`src/rtl/msk_and_hpc2_sequencer_pkg.sv`:
```
// Shared sizing helpers for the HPC2 AND issue sequencer and its share FIFO.
package msk_and_hpc2_sequencer_pkg;

  localparam int D_DEFAULT          = 2;
  localparam int FIFO_DEPTH_DEFAULT = 4;

  function automatic int hpc2rnd(input int d);
    return d * (d - 1) / 2;
  endfunction

  function automatic int credit_width(input int depth);
    return $clog2(depth + 1);
  endfunction

  function automatic int ptr_width(input int depth);
    return (depth > 1) ? $clog2(depth) : 1;
  endfunction

endpackage

```
`src/rtl/MSKand_hpc2o2.sv`:
```
// Second-order-pipelined HPC2 masked AND: inb/rnd one cycle before ina, output registered.
module MSKand_hpc2o2 #(
  parameter int d       = 2,
  parameter int hpc2rnd = msk_and_hpc2_sequencer_pkg::hpc2rnd(d)
) (
  input  logic               clk,
  input  logic [d-1:0]       ina,
  input  logic [d-1:0]       inb,
  input  logic [d-1:0]       inb_prev,
  input  logic [hpc2rnd-1:0] rnd,
  output logic [d-1:0]       out_c
);

  logic [d-1:0][d-1:0] rmat_d, rmat_q;
  logic [d-1:0][d-1:0] blind_d, blind_q;
  logic [d-1:0]        out_d, out_q;

  // Fresh bit r_ij is shared by share pair (i,j); b_j is blinded with it before a_i arrives.
  always_comb begin
    rmat_d  = '0;
    blind_d = '0;
    for (int i = 0; i < d; i++) begin
      for (int j = i + 1; j < d; j++) begin
        rmat_d[i][j] = rnd[i*d - i*(i+1)/2 + (j-i-1)];
        rmat_d[j][i] = rnd[i*d - i*(i+1)/2 + (j-i-1)];
      end
    end
    for (int i = 0; i < d; i++) begin
      for (int j = 0; j < d; j++) begin
        if (i != j) blind_d[i][j] = inb[j] ^ rmat_d[i][j];
      end
    end
  end

  always_comb begin
    out_d = '0;
    for (int i = 0; i < d; i++) begin
      out_d[i] = ina[i] & inb_prev[i];
      for (int j = 0; j < d; j++) begin
        if (i != j) out_d[i] = out_d[i] ^ (~ina[i] & rmat_q[i][j]) ^ (ina[i] & blind_q[i][j]);
      end
    end
  end

  always_ff @(posedge clk) begin
    rmat_q  <= rmat_d;
    blind_q <= blind_d;
    out_q   <= out_d;
  end

  assign out_c = out_q;

endmodule

```
`src/rtl/msk_share_fifo.sv`:
```
// Resettable circular FIFO of d-share words; storage and head output are zero-cleared.
module msk_share_fifo
  import msk_and_hpc2_sequencer_pkg::*;
#(
  parameter int d          = 2,
  parameter int FIFO_DEPTH = 4
) (
  input  logic                                clk,
  input  logic                                rst,
  input  logic                                wr_en,
  input  logic [d-1:0]                        wr_data,
  input  logic                                rd_en,
  output logic [d-1:0]                        rd_data,
  output logic                                rd_valid,
  output logic [credit_width(FIFO_DEPTH)-1:0] count
);

  localparam int PW = ptr_width(FIFO_DEPTH);
  localparam int CW = credit_width(FIFO_DEPTH);

  logic [d-1:0]  mem_d [FIFO_DEPTH];
  logic [d-1:0]  mem_q [FIFO_DEPTH];
  logic [PW-1:0] wr_ptr_d, wr_ptr_q, rd_ptr_d, rd_ptr_q;
  logic [CW-1:0] count_d, count_q;
  logic          rd_fire;

  function automatic logic [PW-1:0] ptr_next(input logic [PW-1:0] p);
    return (p == PW'(FIFO_DEPTH - 1)) ? '0 : p + 1'b1;
  endfunction

  assign rd_fire  = rd_en & (count_q != '0);
  assign rd_valid = (count_q != '0);
  assign rd_data  = rd_valid ? mem_q[rd_ptr_q] : '0;
  assign count    = count_q;

  always_comb begin
    mem_d    = mem_q;
    wr_ptr_d = wr_ptr_q;
    rd_ptr_d = rd_ptr_q;
    count_d  = count_q + CW'(wr_en) - CW'(rd_fire);
    if (wr_en) begin
      mem_d[wr_ptr_q] = wr_data;
      wr_ptr_d        = ptr_next(wr_ptr_q);
    end
    if (rd_fire) rd_ptr_d = ptr_next(rd_ptr_q);
  end

  always_ff @(posedge clk or posedge rst) begin
    if (rst) begin
      for (int i = 0; i < FIFO_DEPTH; i++) mem_q[i] <= '0;
      wr_ptr_q <= '0;
      rd_ptr_q <= '0;
      count_q  <= '0;
    end else begin
      mem_q    <= mem_d;
      wr_ptr_q <= wr_ptr_d;
      rd_ptr_q <= rd_ptr_d;
      count_q  <= count_d;
    end
  end

endmodule

```
`src/rtl/msk_and_hpc2_sequencer.sv`:
```
// Issue controller for MSKand_hpc2o2: operand/randomness handshakes, staggered drive,
// two-stage valid pipe and a credit-protected output FIFO absorbing backpressure.
module msk_and_hpc2_sequencer #(
  parameter int d          = msk_and_hpc2_sequencer_pkg::D_DEFAULT,
  parameter int hpc2rnd    = msk_and_hpc2_sequencer_pkg::hpc2rnd(d),
  parameter int FIFO_DEPTH = msk_and_hpc2_sequencer_pkg::FIFO_DEPTH_DEFAULT
) (
  input  logic               clk,
  input  logic               rst,
  input  logic               in_valid,
  output logic               in_ready,
  input  logic [d-1:0]       in_a,
  input  logic [d-1:0]       in_b,
  input  logic               rnd_valid,
  output logic               rnd_ready,
  input  logic [hpc2rnd-1:0] rnd_data,
  output logic               out_valid,
  input  logic               out_ready,
  output logic [d-1:0]       out_data,
  output logic               busy
);

  import msk_and_hpc2_sequencer_pkg::*;

  localparam int CW = credit_width(FIFO_DEPTH);

  logic [CW-1:0]      credit_d, credit_q;
  logic               v1_d, v1_q, v2_d, v2_q;
  logic [d-1:0]       a_d, a_q, b_d, b_q;
  logic               credit_ok, issue, pop;
  logic [d-1:0]       gadget_ina, gadget_inb, gadget_inb_prev, gadget_out;
  logic [hpc2rnd-1:0] gadget_rnd;
  logic [CW-1:0]      fifo_count;

  assign credit_ok = (credit_q != '0);
  assign in_ready  = rnd_valid & credit_ok;
  assign rnd_ready = in_valid & credit_ok;
  assign issue     = in_valid & rnd_valid & credit_ok;
  assign pop       = out_valid & out_ready;

  // Non-issue cycles feed all-zero sharings so unrelated operands never meet in the gadget.
  assign gadget_inb      = issue ? in_b : '0;
  assign gadget_rnd      = issue ? rnd_data : '0;
  assign gadget_ina      = a_q;
  assign gadget_inb_prev = b_q;

  always_comb begin
    a_d      = issue ? in_a : '0;
    b_d      = issue ? in_b : '0;
    v1_d     = issue;
    v2_d     = v1_q;
    credit_d = credit_q;
    if (issue && !pop)      credit_d = credit_q - 1'b1;
    else if (pop && !issue) credit_d = credit_q + 1'b1;
  end

  always_ff @(posedge clk or posedge rst) begin
    if (rst) begin
      credit_q <= CW'(FIFO_DEPTH);
      v1_q     <= 1'b0;
      v2_q     <= 1'b0;
      a_q      <= '0;
      b_q      <= '0;
    end else begin
      credit_q <= credit_d;
      v1_q     <= v1_d;
      v2_q     <= v2_d;
      a_q      <= a_d;
      b_q      <= b_d;
    end
  end

  MSKand_hpc2o2 #(
    .d       (d),
    .hpc2rnd (hpc2rnd)
  ) u_gadget (
    .clk      (clk),
    .ina      (gadget_ina),
    .inb      (gadget_inb),
    .inb_prev (gadget_inb_prev),
    .rnd      (gadget_rnd),
    .out_c    (gadget_out)
  );

  // Credits reserve a slot at issue time, so the v2 write can never hit a full FIFO.
  msk_share_fifo #(
    .d          (d),
    .FIFO_DEPTH (FIFO_DEPTH)
  ) u_fifo (
    .clk      (clk),
    .rst      (rst),
    .wr_en    (v2_q),
    .wr_data  (gadget_out),
    .rd_en    (pop),
    .rd_data  (out_data),
    .rd_valid (out_valid),
    .count    (fifo_count)
  );

  assign busy = v1_q | v2_q | (fifo_count != '0);

  credit_underflow: assert property (@(posedge clk) disable iff (rst)
    !(issue && !pop && credit_q == '0));
  credit_overflow: assert property (@(posedge clk) disable iff (rst)
    !(pop && !issue && credit_q == CW'(FIFO_DEPTH)));

endmodule

```
`config.mk`:
```
export PLATFORM = sky130hd
export DESIGN_NAME = msk_and_hpc2_sequencer
export DESIGN_NICKNAME = d
export VERILOG_FILES = /design/src/rtl/msk_and_hpc2_sequencer_pkg.sv /design/src/rtl/MSKand_hpc2o2.sv /design/src/rtl/msk_share_fifo.sv /design/src/rtl/msk_and_hpc2_sequencer.sv
export SDC_FILE = /design/constraint.sdc
export NUM_CORES = 1
export LEC_CHECK = 0
export CAP_MARGIN = 20
export CORE_MARGIN = 2
export CORE_UTILIZATION = 41
export CTS_BUF_LIST = sky130_fd_sc_hd__clkbuf_2
export CTS_CLUSTER_SIZE = 25
export DETAILED_ROUTE_END_ITERATION = 8
export GPL_TIMING_DRIVEN = 0
export PLACE_DENSITY = 0.67
export SYNTH_ARGS = -nofsm -noshare
export SYNTH_HDL_FRONTEND = slang
export SYNTH_HIERARCHICAL = 1
export SYNTH_SLANG_ARGS = --single-unit
```
`constraint.sdc`:
```
create_clock -name clk -period 7.4 [get_ports clk]
set_clock_uncertainty 0.1 [all_clocks]
set_input_delay 1.48 -clock clk [delete_from_list [all_inputs] [get_ports clk]]
set_output_delay 1.48 -clock clk [all_outputs]
set_load 0.01 [all_outputs]
```
==> impl_metrics.env, run 1 <==
export IMPL_status="finished, final reports clean"
export IMPL_synthXorXnorAreaFrac=0.0593
export IMPL_clockBufferDepth=2
export IMPL_cts_buffers=5
export IMPL_die_y_microns=61.0
export IMPL_cap_viol_max_count=0
export IMPL_syn_area_per_cell_sq_um=12.5
export IMPL_dp_hpwl_microns=1540
export IMPL_tightest_slew_ns=0.597
export IMPL_pre_cts_ws_ns=3.16
export IMPL_wirelength_microns=1990
export IMPL_drc=0
export IMPL_peakVddDrop_v=0.000171
export IMPL_multi_input_area_sq_um=579
export IMPL_post_route_cells_drive_above_1_share=0.163
export IMPL_crit_path_max_incr_delay_ns=0.55
export IMPL_crit_buf_inv=2
export IMPL_via_per_inst=4.64
export IMPL_synth_edf_count=0
export IMPL_cts_tree="built"
export IMPL_p_leak_nw=0.757
export IMPL_endpoint="rnd_ready"
export IMPL_syn_num_nets=126
export IMPL_post_cts_buffers=0
export IMPL_fin_crit_sh=0.571
export IMPL_r2r_start="u_fifo/count[1]"
export IMPL_setup_viol=0
export IMPL_dieWidth_microns=61.0
export IMPL_crit_cells=3
export IMPL_pin_count=16
export IMPL_crit_path_start="in_valid"
export IMPL_clock_sinks=29
export IMPL_first_iter_violations=6
export IMPL_reg2reg_to="u_fifo/count[2]"
export IMPL_grt_max_degree=16
export IMPL_seqCellArea_sq_um=702
export IMPL_nets=148
export IMPL_r2r_cells=11
export IMPL_antenna_cells=0
export IMPL_worstSetupPathType="in2out"
export IMPL_cts_htree_levels=2
export IMPL_netlist_area_sq_um=1330
export IMPL_worstPathArrival_ns=2.64
export IMPL_fmax_mhz=237
export IMPL_cp_common_cell="clkdlybuf4s50_1"
export IMPL_cts_resized_gates=0
export IMPL_area_delta_synth_final_pct=18.3
export IMPL_track_usage=0.133
export IMPL_initial_utilization=0.432
export IMPL_synthAdderAreaFrac=0.105
export IMPL_cpMaxStageDelayCell="clkdlybuf4s50_1"
export IMPL_crit_chain="clkdlybuf4s50_1 -> nor2b_1 -> clkdlybuf4s50_1"
export IMPL_port_buffers=15
export IMPL_grt_pass1_wl_microns=3480
export IMPL_wl_per_cell_microns=11.5
export IMPL_first_global_vias=810
export IMPL_cp_end_kind="primary output"
export IMPL_finalHoldViolCount=0
export IMPL_hold_path_class="reg2reg"
export IMPL_cp_top_family="buffers and inverters"
export IMPL_r2r_slack_ns=4.75
export IMPL_grt_overflow_total=0
export IMPL_clock_latency_ns=0.33
export IMPL_min_period_ns=4.22
export IMPL_slew_headroom=0.601
export IMPL_path_clk_slew_ns=0.14
export IMPL_synthMuxAreaShare=0.132
export IMPL_start_kind="input port"
export IMPL_ctsHoldBuffers=0
export IMPL_synth_main_ff_cell="dfrtp_1"
export IMPL_yosysSeqAreaShare=0.528
export IMPL_place_congestion=0.687
export IMPL_synth_cells=106
export IMPL_coreArea_sq_um=3080
export IMPL_route_vias_total=802
export IMPL_slew_violations=0
export IMPL_fin_hold_ws_ns=0.295
export IMPL_fill_cells=302
export IMPL_drt_pass1_iter_count=4
export IMPL_synthArstFlopShare=0.828
export IMPL_synthSimpleGateAreaFrac=0.115
export IMPL_synth_compound_gate_area_share=0.0245
export IMPL_die_area_sq_um=3720
export IMPL_rows=20
export IMPL_rsz0062_at_grt="false"
export IMPL_detail_route_antenna_nets=0
export IMPL_antenna_found_initial=0
export IMPL_worstPathMaxFanout=2
export IMPL_ys_warn_count=6
export IMPL_synth_cell_types=23
export IMPL_synth_top_family_by_area="multiplexers"
export IMPL_power_density_nw_per_um2=342
export IMPL_setup_tns_final_ns=0
export IMPL_setup_slack_ns=3.18
export IMPL_ys_ff_latch=29
export IMPL_cp_required_ns=5.82
export IMPL_cts_root_buf="clkbuf_2"
-- synthesized netlist by cell type (2+ instances only) --
| cell type | count | share of area |
|---|---|---|
| dfrtp_1 | 23 | 0.43 |
| inv_1 | 13 | 0.037 |
| mux2_2 | 10 | 0.085 |
| ha_1 | 8 | 0.075 |
| nand2_1 | 8 | 0.023 |
| and2_1 | 7 | 0.033 |
| dfxtp_1 | 5 | 0.075 |
| nor2_1 | 5 | 0.014 |
| xor2_1 | 5 | 0.033 |
| xnor2_1 | 4 | 0.026 |
| a21oi_1 | 2 | 0.0075 |
| fa_1 | 2 | 0.030 |
| mux4_1 | 2 | 0.040 |
| nor2b_1 | 2 | 0.0094 |
| o21ai_0 | 2 | 0.0075 |
-- metrics by stage --
step | power (W) | util | instances | instance area [sq um]
after floorplan | 0.000407 | - | 106 | 1330
after global placement | 0.000463 | 0.499 | 165 | 1540
after detailed placement | 0.000474 | 0.499 | 165 | 1540
after CTS | 0.000549 | 0.511 | 173 | 1570
after global routing | 0.000588 | 0.511 | 173 | 1570
final | 0.000538 | 0.511 | 173 | 1570
-- registers in the layout (all words and copies together), names as in the netlist --
signal / cells
a_q: 2
b_q: 2
credit_q: 3
u_fifo/count: 3
u_fifo/mem_q: 8
u_fifo/rd_ptr_q: 2
u_fifo/wr_ptr_q: 2
u_gadget/blind_q: 2
u_gadget/out_c: 2
u_gadget/rmat_q: 1
v1_q: 1
v2_q: 1
-- power by group --
| group | leakage, nW | internal (W) | switching (W) |
|---|---|---|---|
| registers | 0.345 | 0.000214 | 0.0000483 |
| clock network | 0.0278 | 0.0000207 | 0.0000517 |
| logic | 0.384 | 0.000118 | 0.0000858 |
-- layout by cell type, fill, tap and decap left out --
master           count
clkinv_2             1
o21ai_0              2
clkbuf_2             5
nor2_1               5
clkinv_1             2
nor2_4               1
dfrtp_1             23
ha_1                 8
mux4_1               2
or3b_2               1
dfstp_2              1
clkdlybuf4s50_1     15
nor3_1               1
a21oi_1              2
nor3_4               1
or3_1                1
o31ai_2              1
inv_1               13
dfxtp_1              5
fa_1                 2
mux2_2              10
xor2_1               5
mux2i_1              1
and2_1               7
nor2b_1              2
nand2_1              8
xnor2_1              4
-- routing by layer --
metal,vias up,part of all wire,track usage
met5,-,0,0
met4,0,0.0045,0.0466
met3,2,0.064,0.0640
met2,21,0.53,0.223
met1,390,0.40,0.149
li1,389,-,-
-- logic make-up after synthesis --
logic type | count (synthesis)
compound gates | 5
xor+xnor | 9
fa+ha+maj | 10
buf+inv | 13
flops | 29
mux | 13
simple gates | 27
-- final cells by class --
| cell class | count | share of cell area |
|---|---|---|
| inverters | 13 | 0.0310 |
| multi-input cells | 64 | 0.368 |
| flip-flops and latches | 29 | 0.446 |
| repair buffers | 15 | 0.0955 |
| clock buffers | 5 | 0.0159 |
| well taps | 44 | 0.0350 |
| clock inverters | 3 | 0.00796 |
-- worst min path at each step --
stage               start  depth (start not counted)  endpoint
finish               v1_q                          0      v2_q
global placement     v1_q                          0      v2_q
detailed placement   v1_q                          0      v2_q
floorplan            v1_q                          0      v2_q
global route         v1_q                          0      v2_q
CTS                  v1_q                          0      v2_q
(Power assumes the default switching activity.)
==> inputs of run 2 (changes only) <==
clock period = 4.1 ns   (was 7.4 ns; I/O delays follow)
==> results of run 2 <==
The final DEF is identical to that of run 1. Status: finished, final reports clean.
Main changes from that run: setup slack after placement 3.16 ns -> 1.15 ns; setup slack after layout 3.18 ns -> 1.20 ns; register-to-register setup slack 4.75 ns -> 1.45 ns; total power 0.000538 W -> 0.000972 W; worst IR drop on VDD 0.000171 V -> 0.000309 V
==> inputs of run 3 (changes only) <==
clock period = 2.7 ns   (was 4.1 ns; I/O delays follow)
==> impl_metrics.env, run 3 (synthesized netlist as in run 1, its figures left out) <==
export IMPL_status="finished, final reports clean"
export IMPL_hold_path_class="reg2reg"
export IMPL_dp_hpwl_microns=1540
export IMPL_nets=150
export IMPL_p_leak_nw=0.781
export IMPL_start_kind="flop"
export IMPL_die_area_sq_um=3720
export IMPL_dp_cells=165
export IMPL_peakVddDrop_v=0.000479
export IMPL_cp_end_kind="flop"
export IMPL_grt_pass1_wl_microns=3480
export IMPL_place_area_sq_um=1540
export IMPL_cap_viol_max_count=0
export IMPL_drt_pass1_iter_count=3
export IMPL_slew_violations=0
export IMPL_first_iter_violations=8
export IMPL_fin_cells=175
export IMPL_pre_cts_ws_ns=0.0279
export IMPL_layout_common_cells="21 x dfrtp_1, 14 x clkdlybuf4s50_1, 13 x inv_1"
export IMPL_finalHoldViolCount=0
export IMPL_cts_root_buf="clkbuf_2"
export IMPL_rows=20
export IMPL_cts_htree_levels=2
export IMPL_top_register="u_fifo/mem_q"
export IMPL_dieWidth_microns=61.0
export IMPL_route_vias_total=797
export IMPL_fill_cells=304
export IMPL_coreArea_sq_um=3080
export IMPL_path_clk_slew_ns=0.14
export IMPL_initial_utilization=0.432
export IMPL_setup_viol=0
export IMPL_grt_max_degree=16
export IMPL_cts_buffers=5
export IMPL_final_common_cell="dfrtp_1"
export IMPL_place_congestion=0.687
export IMPL_power_density_nw_per_um2=943
export IMPL_tightest_slew_ns=0.594
export IMPL_fmax_mhz=387
export IMPL_setup_slack_ns=0.115
export IMPL_wirelength_microns=2010
export IMPL_largest_register_ffs=8
export IMPL_finish_instance_area_sq_um=1600
export IMPL_worstSetupPathType="reg2reg"
export IMPL_antenna_found_initial=0
export IMPL_clockBufferDepth=2
export IMPL_via_per_inst=4.55
export IMPL_worstPathMaxFanout=4
export IMPL_min_period_ns=2.58
export IMPL_post_route_cells_drive_above_1_share=0.206
export IMPL_track_usage=0.133
export IMPL_worstPathArrival_ns=2.72
export IMPL_die_y_microns=61.0
export IMPL_slew_headroom=0.604
export IMPL_wl_per_cell_microns=11.5
export IMPL_detail_route_antenna_nets=0
export IMPL_antenna_cells=0
export IMPL_clock_latency_ns=0.34
export IMPL_cp_required_ns=2.84
export IMPL_first_global_vias=810
export IMPL_pin_count=16
export IMPL_drc=0
export IMPL_port_buffers=15
export IMPL_fin_crit_sh=0.957
export IMPL_clock_sinks=29
export IMPL_area_delta_synth_final_pct=20.3
export IMPL_grt_overflow_total=0
export IMPL_cts_tree="built"
export IMPL_setup_tns_final_ns=0
[run 3: cell count changes in the layout (fill, tap and decap cells not counted), sizes merged]
cell / delta
dlymetal6s2s: +1
buf: +2
clkdlybuf4s50: -1
[run 3: power by group]
group | internal [W] | switching, W | total, W
logic | 0.000344 | 0.000243 | 0.000588
registers | 0.000589 | 0.000133 | 0.000722
clock network | 0.0000567 | 0.000142 | 0.000199
total | 0.000990 | 0.000518 | 0.00151
[run 3: worst paths after layout]
kind / startpoint / endpoint / slack, ns / depth (start not counted)
min in group asynchronous: rst / v2_q / 0.37 / 2
max: u_fifo/count[2] / u_fifo/count[2] / 0.12 / 11
max in group asynchronous: rst / u_fifo/rd_ptr_q[0] / 1.61 / 2
max reg2reg: u_fifo/count[2] / u_fifo/count[2] / 0.12 / 11
min: v1_q / v2_q / 0.29 / 0
min reg2reg: v1_q / v2_q / 0.29 / 0
[run 3: critical path, cell delays in order, from the launching register on]
cell and delay [ns]:
dfrtp_1 0.45, or3_4 0.44, nand2_2 0.10, inv_1 0.05, o31ai_2 0.09, inv_1 0.08, ha_1 0.28, inv_1 0.03
ha_1 0.19, fa_1 0.40, xor2_1 0.16, xnor2_1 0.12
[run 3: what timing repair did]
item | CTS | global route
buffers inserted | 0 | 2
hold buffers | 0 | 0
setup endpoints to repair | 0 | 3
hold endpoints to repair | 0 | 0
gates resized for setup | 0 | 5
[run 3: cell type report]
cell class                 count  area [sq um]  area share
sequential                    29           704       0.440
multi-input combinational     64           587       0.367
timing repair buffer          17           168       0.105
tap                           44          55.1      0.0344
inverter                      13          48.8      0.0305
clock buffer                   5          25.0      0.0156
clock inverter                 3          12.5     0.00782
[run 3: routing by layer]
metal  track usage  vias to the layer above  wire [microns]
li1              -                      391               -
met1         0.149                      385             817
met2         0.223                       19            1050
met3        0.0640                        2             133
met4        0.0466                        0               9
met5             0                        -               0
[run 3: through the flow]
step                      utilization  power, W  hold slack, ns
final                           0.520   0.00151           0.294
after floorplan                     -   0.00111           0.255
after detailed placement        0.499   0.00130           0.267
after global routing            0.520   0.00165           0.294
after CTS                       0.511   0.00151           0.303
after global placement          0.499   0.00127           0.272
==> RTL edit 1 (settings of run 3) <==
The package constant `FIFO_DEPTH_DEFAULT` goes from 4 to 2.
--- a/src/rtl/msk_and_hpc2_sequencer_pkg.sv
+++ b/src/rtl/msk_and_hpc2_sequencer_pkg.sv
@@ -2,7 +2,7 @@
 package msk_and_hpc2_sequencer_pkg;
 
   localparam int D_DEFAULT          = 2;
-  localparam int FIFO_DEPTH_DEFAULT = 4;
+  localparam int FIFO_DEPTH_DEFAULT = 2;
 
   function automatic int hpc2rnd(input int d);
     return d * (d - 1) / 2;
Behaviour: not the same (a bounded check fails within 4 cycles, from zero or initial values and one cycle with rst high).
==> RTL edit 1 against run 3 <==
  * Count of clock-buffer cells in the layout is 1 lower
  * Combinational power shrank 39%
  * Final cell count fell by 34%
  * Power down 35%
  * Routed wire length fell by 39%
  * Synthesized area decreased by 37%
  * Critical path type is now flop to output pin
  * Cell area down 34%
  * Sequential cell count shrank 8
  * Worst setup slack better by 170 ps
==> RTL edit 1: results (changes against run 3) <==
total routed wirelength: 1.22 mm (-39%)
crit path DAT: 1770 ps (-950 ps)
Async SR Flop Fraction: 76.2% (-6.6 points)
# H-tree levels: 1 (-1)
synth cell count leaders: dfrtp_1, inv_1, xnor2_1
CP max-delay cell: or4_1
routed wl met3: 63 um (-53%)
fill cell count: 195 (-36%)
GPL Wtd Cong: 0.765 (+11%)
CTS buffer count: 3 (-2)
syn_nets: 82 (-35%)
PostCTS Resize Cnt: 0 (unchanged)
Detailed Route Iter0 Violations: 1 (-7)
Least-Margin Pin Slew: 313 ps (-281 ps)
vias in the first global route: 576 (-29%)
Max Used Layer: met3
Clock Latency Late Sink: 300 ps (-40 ps)
reg2reg start: u_fifo/count[1]
largest stage delay on the critical path: 520 ps (+70 ps)
LEAKAGE: 0.517 nW (-34%)
worst vdd ir: 0.544 mV (+14%)
Clock Pin Slew Worst Setup and Hold Paths: 190 ps (+50 ps)
outcome: completed
largest net degree at the start of global routing: 12 (-4)
register area share after synthesis: 59.4% (+6.6 points)
first-pass GRT wire length: 2.40 mm (-31%)
share of layout cells above drive strength 1: 7.95% (-13 points)
largest cells by area after synthesis: dfrtp_1, dfxtp_1, xnor2_1
RR Endpoint: u_fifo/count[1]
HPWL Detailed: 1.02 mm (-34%)
critical path peak fanout: 5 (+1)
max reg flops: 4 (-4)
Placement Cell Area: 1030 um2 (-33%)
Via-to-Cell Ratio: 4.59 (+0.81%)
Psw: 0.312 mW (-40%)
delay-heaviest family, CP: simple AND/OR/NAND/NOR gates
Synth cell types: 19 (-17%)
final-stage net count: 102 (-32%)
-- RTL edit 1: worst register-to-register path, delay by kind of cell, from the launching register on --
kind / cells / cell delay (ps)
AO/OA/AOI/OAI: 1 / 130
XOR/XNOR: 2 / 300
buffers and inverters: 4 / 260
adder cells (fa/ha/maj): 2 / 460
flip-flops: 1 / 460
AND/OR/NAND/NOR: 2 / 340
-- RTL edit 1: logic make-up after synthesis --
group                    Yosys count  share of synthesized area [%]
buffers and inverters              7                           3.11
AO/OA/AOI/OAI                      5                           3.55
adder cells (fa/ha/maj)            3                           4.44
XOR/XNOR                          11                           11.4
multiplexers                       6                           8.15
flip-flops                        21                           59.4
AND/OR/NAND/NOR                   16                           9.93
-- RTL edit 1: worst max-delay path by stage --
stage | endpoint | from | slack, ps
2_1_floorplan | u_fifo/count[1] | u_fifo/count[1] | 820
3_3_place_gp | in_ready | rnd_valid | 300
3_5_place_dp | in_ready | rnd_valid | 300
4_1_cts | busy | v2_q | 260
5_1_grt | busy | v2_q | 160
6_report | busy | v2_q | 290
-- RTL edit 1: final cells by class --
class                      instances  area [um2]  share of cell area (%)
tap                               27        33.8                    3.22
sequential                        21         502                    47.9
clock buffer                       4        20.0                    1.91
inverter                           7        26.3                    2.51
multi-input combinational         41         317                    30.2
timing repair buffer              15         150                    14.3
-- RTL edit 1: metal layers --
metal,global-route usage [%],vias up
met5,0,-
met2,22.3,14
met4,5.56,0
met3,3.68,0
met1,15.5,254
li1,-,260
-- RTL edit 1: metrics by stage --
stage | setup WS [ps] | std cells | hold WS [ps]
after floorplan | 819 | 69 | 249
after global placement | 305 | 111 | 260
after detailed placement | 303 | 111 | 273
after CTS | 260 | 115 | 313
after global routing | 158 | 115 | 329
final | 285 | 115 | 305
-- RTL edit 1: power groups by stage --
stage	clock, mW	sequential (mW)	combinational (mW)
after floorplan	0	0.486	0.242
after global placement	0	0.502	0.352
after detailed placement	0	0.508	0.366
after CTS	0.133	0.501	0.368
after global routing	0.147	0.517	0.412
final	0.123	0.498	0.360
==> RTL edit 2 (config.mk and constraints of run 3) <==
Made on the original files. Reset style: synchronous (`rst`), changed in 2 clocked blocks.
--- a/src/rtl/msk_share_fifo.sv
+++ b/src/rtl/msk_share_fifo.sv
@@ -45,7 +45,7 @@
     if (rd_fire) rd_ptr_d = ptr_next(rd_ptr_q);
   end
 
-  always_ff @(posedge clk or posedge rst) begin
+  always_ff @(posedge clk) begin
     if (rst) begin
       for (int i = 0; i < FIFO_DEPTH; i++) mem_q[i] <= '0;
       wr_ptr_q <= '0;
--- a/src/rtl/msk_and_hpc2_sequencer.sv
+++ b/src/rtl/msk_and_hpc2_sequencer.sv
@@ -54,7 +54,7 @@
     else if (pop && !issue) credit_d = credit_q + 1'b1;
   end
 
-  always_ff @(posedge clk or posedge rst) begin
+  always_ff @(posedge clk) begin
     if (rst) begin
       credit_q <= CW'(FIFO_DEPTH);
       v1_q     <= 1'b0;
Behaviour: differs if rst is asserted again (counterexample within 4 cycles, from zero or initial values and one cycle with rst high); with rst held inactive, the same outputs for 10 cycles.
==> RTL edit 2 against run 3 <==
  * Sequential cell count unchanged
  * Highest routed layer unchanged
  * Worst setup slack gained 83 ps
  * Largest cell class is now multi-input combinational cells
  * Cell area grew 0.55%
  * Die area up 1.6%
  * Routed wire length increased by 11%
  * Synthesized area rose by 1.7%
Power is not compared: it rests on default switching activity, and its combinational part moved more than twofold at a synthesized area within 25%.
==> RTL edit 2: results (changes against run 3) <==
crit path from: u_fifo/count[1]
final-stage net count: 171 (+14%)
crit path to: u_fifo/count[2]
GPL Wtd Cong: 0.783 (+14%)
M3 GR Usage: 6.93% (+0.54 points)
final hold slack: 339 ps (+45.0 ps)
Placement Cell Area: 1560 um2 (+1.5%)
total routed wirelength: 2.23 mm (+11%)
hold path cells: 1 (+1)
Metal-1 WL: 1.01 mm (+24%)
GRT met2 Usage: 23.9% (+1.6 points)
vias in the first global route: 915 (+13%)
largest cells by area after synthesis: dfxtp_1, ha_1, a21bo_2
share of layout cells above drive strength 1: 15.8% (-4.8 points)
worst reg2reg setup slack: 200 ps (+80 ps)
Hold Path End: u_gadget/out_c[1]
Detailed Route Iter0 Violations: 27 (+19)
met2 WL post-DR: 1.03 mm (-1.4%)
synth cell count leaders: dfxtp_1, a21oi_1, and2_1, inv_1, nor2_1
Post-Synth XOR/XNOR Area: 5.55% (-0.38 points)
total track usage: 14.7% (+1.3 points)
syn_nets: 149 (+18%)
Via-to-Cell Ratio: 4.82 (+5.9%)
placed cells: 188 (+14%)
Clock Latency Late Sink: 360 ps (+20 ps)
cell taking the most area after synthesis: dfxtp_1
HPWL Detailed: 1.69 mm (+9.3%)
post-synthesis mux area share: 6.20% (-7.0 points)
outcome: completed
first-pass GRT wire length: 3.95 mm (+13%)
Async SR Flop Fraction: 0% (-83 points)
register area share after synthesis: 42.9% (-9.9 points)
hold_sp: a_q[1]
adder-cell share of the synthesized area: 10.4% (-0.18 points)
fill cell count: 311 (+2.3%)
Via Count: 945 (+19%)
## RTL edit 2: report_power, final
group | internal (mW) | leakage (nW) | total, mW | switching (mW)
logic | 0.0560 | 0.418 | 0.101 | 0.0446
registers | 0.445 | 0.237 | 0.462 | 0.0171
clock network | 0.0604 | 0.0287 | 0.213 | 0.153
total | 0.561 | 0.684 | 0.776 | 0.214
## RTL edit 2: final cells by class
type,count,area [um2],area share (%)
buffer,3,13.8,0.855
clock buffer,5,25.0,1.56
clock inverter,3,17.5,1.09
inverter,9,33.8,2.10
multi-input combinational,88,724,45.0
sequential,29,584,36.3
tap,44,55.1,3.42
timing repair buffer,15,155,9.64
## RTL edit 2: timing repair
item                       4_1_cts  5_1_grt
resized for setup                0        4
hold buffers                     0        0
setup endpoints to repair        0        2
## RTL edit 2: through the flow
step           setup slack [ps]  TNS (ps)
2_1_floorplan               345         0
3_3_place_gp               19.4         0
3_5_place_dp              -42.4     -79.6
4_1_cts                    1.80         0
5_1_grt                    46.9         0
6_report                    199         0
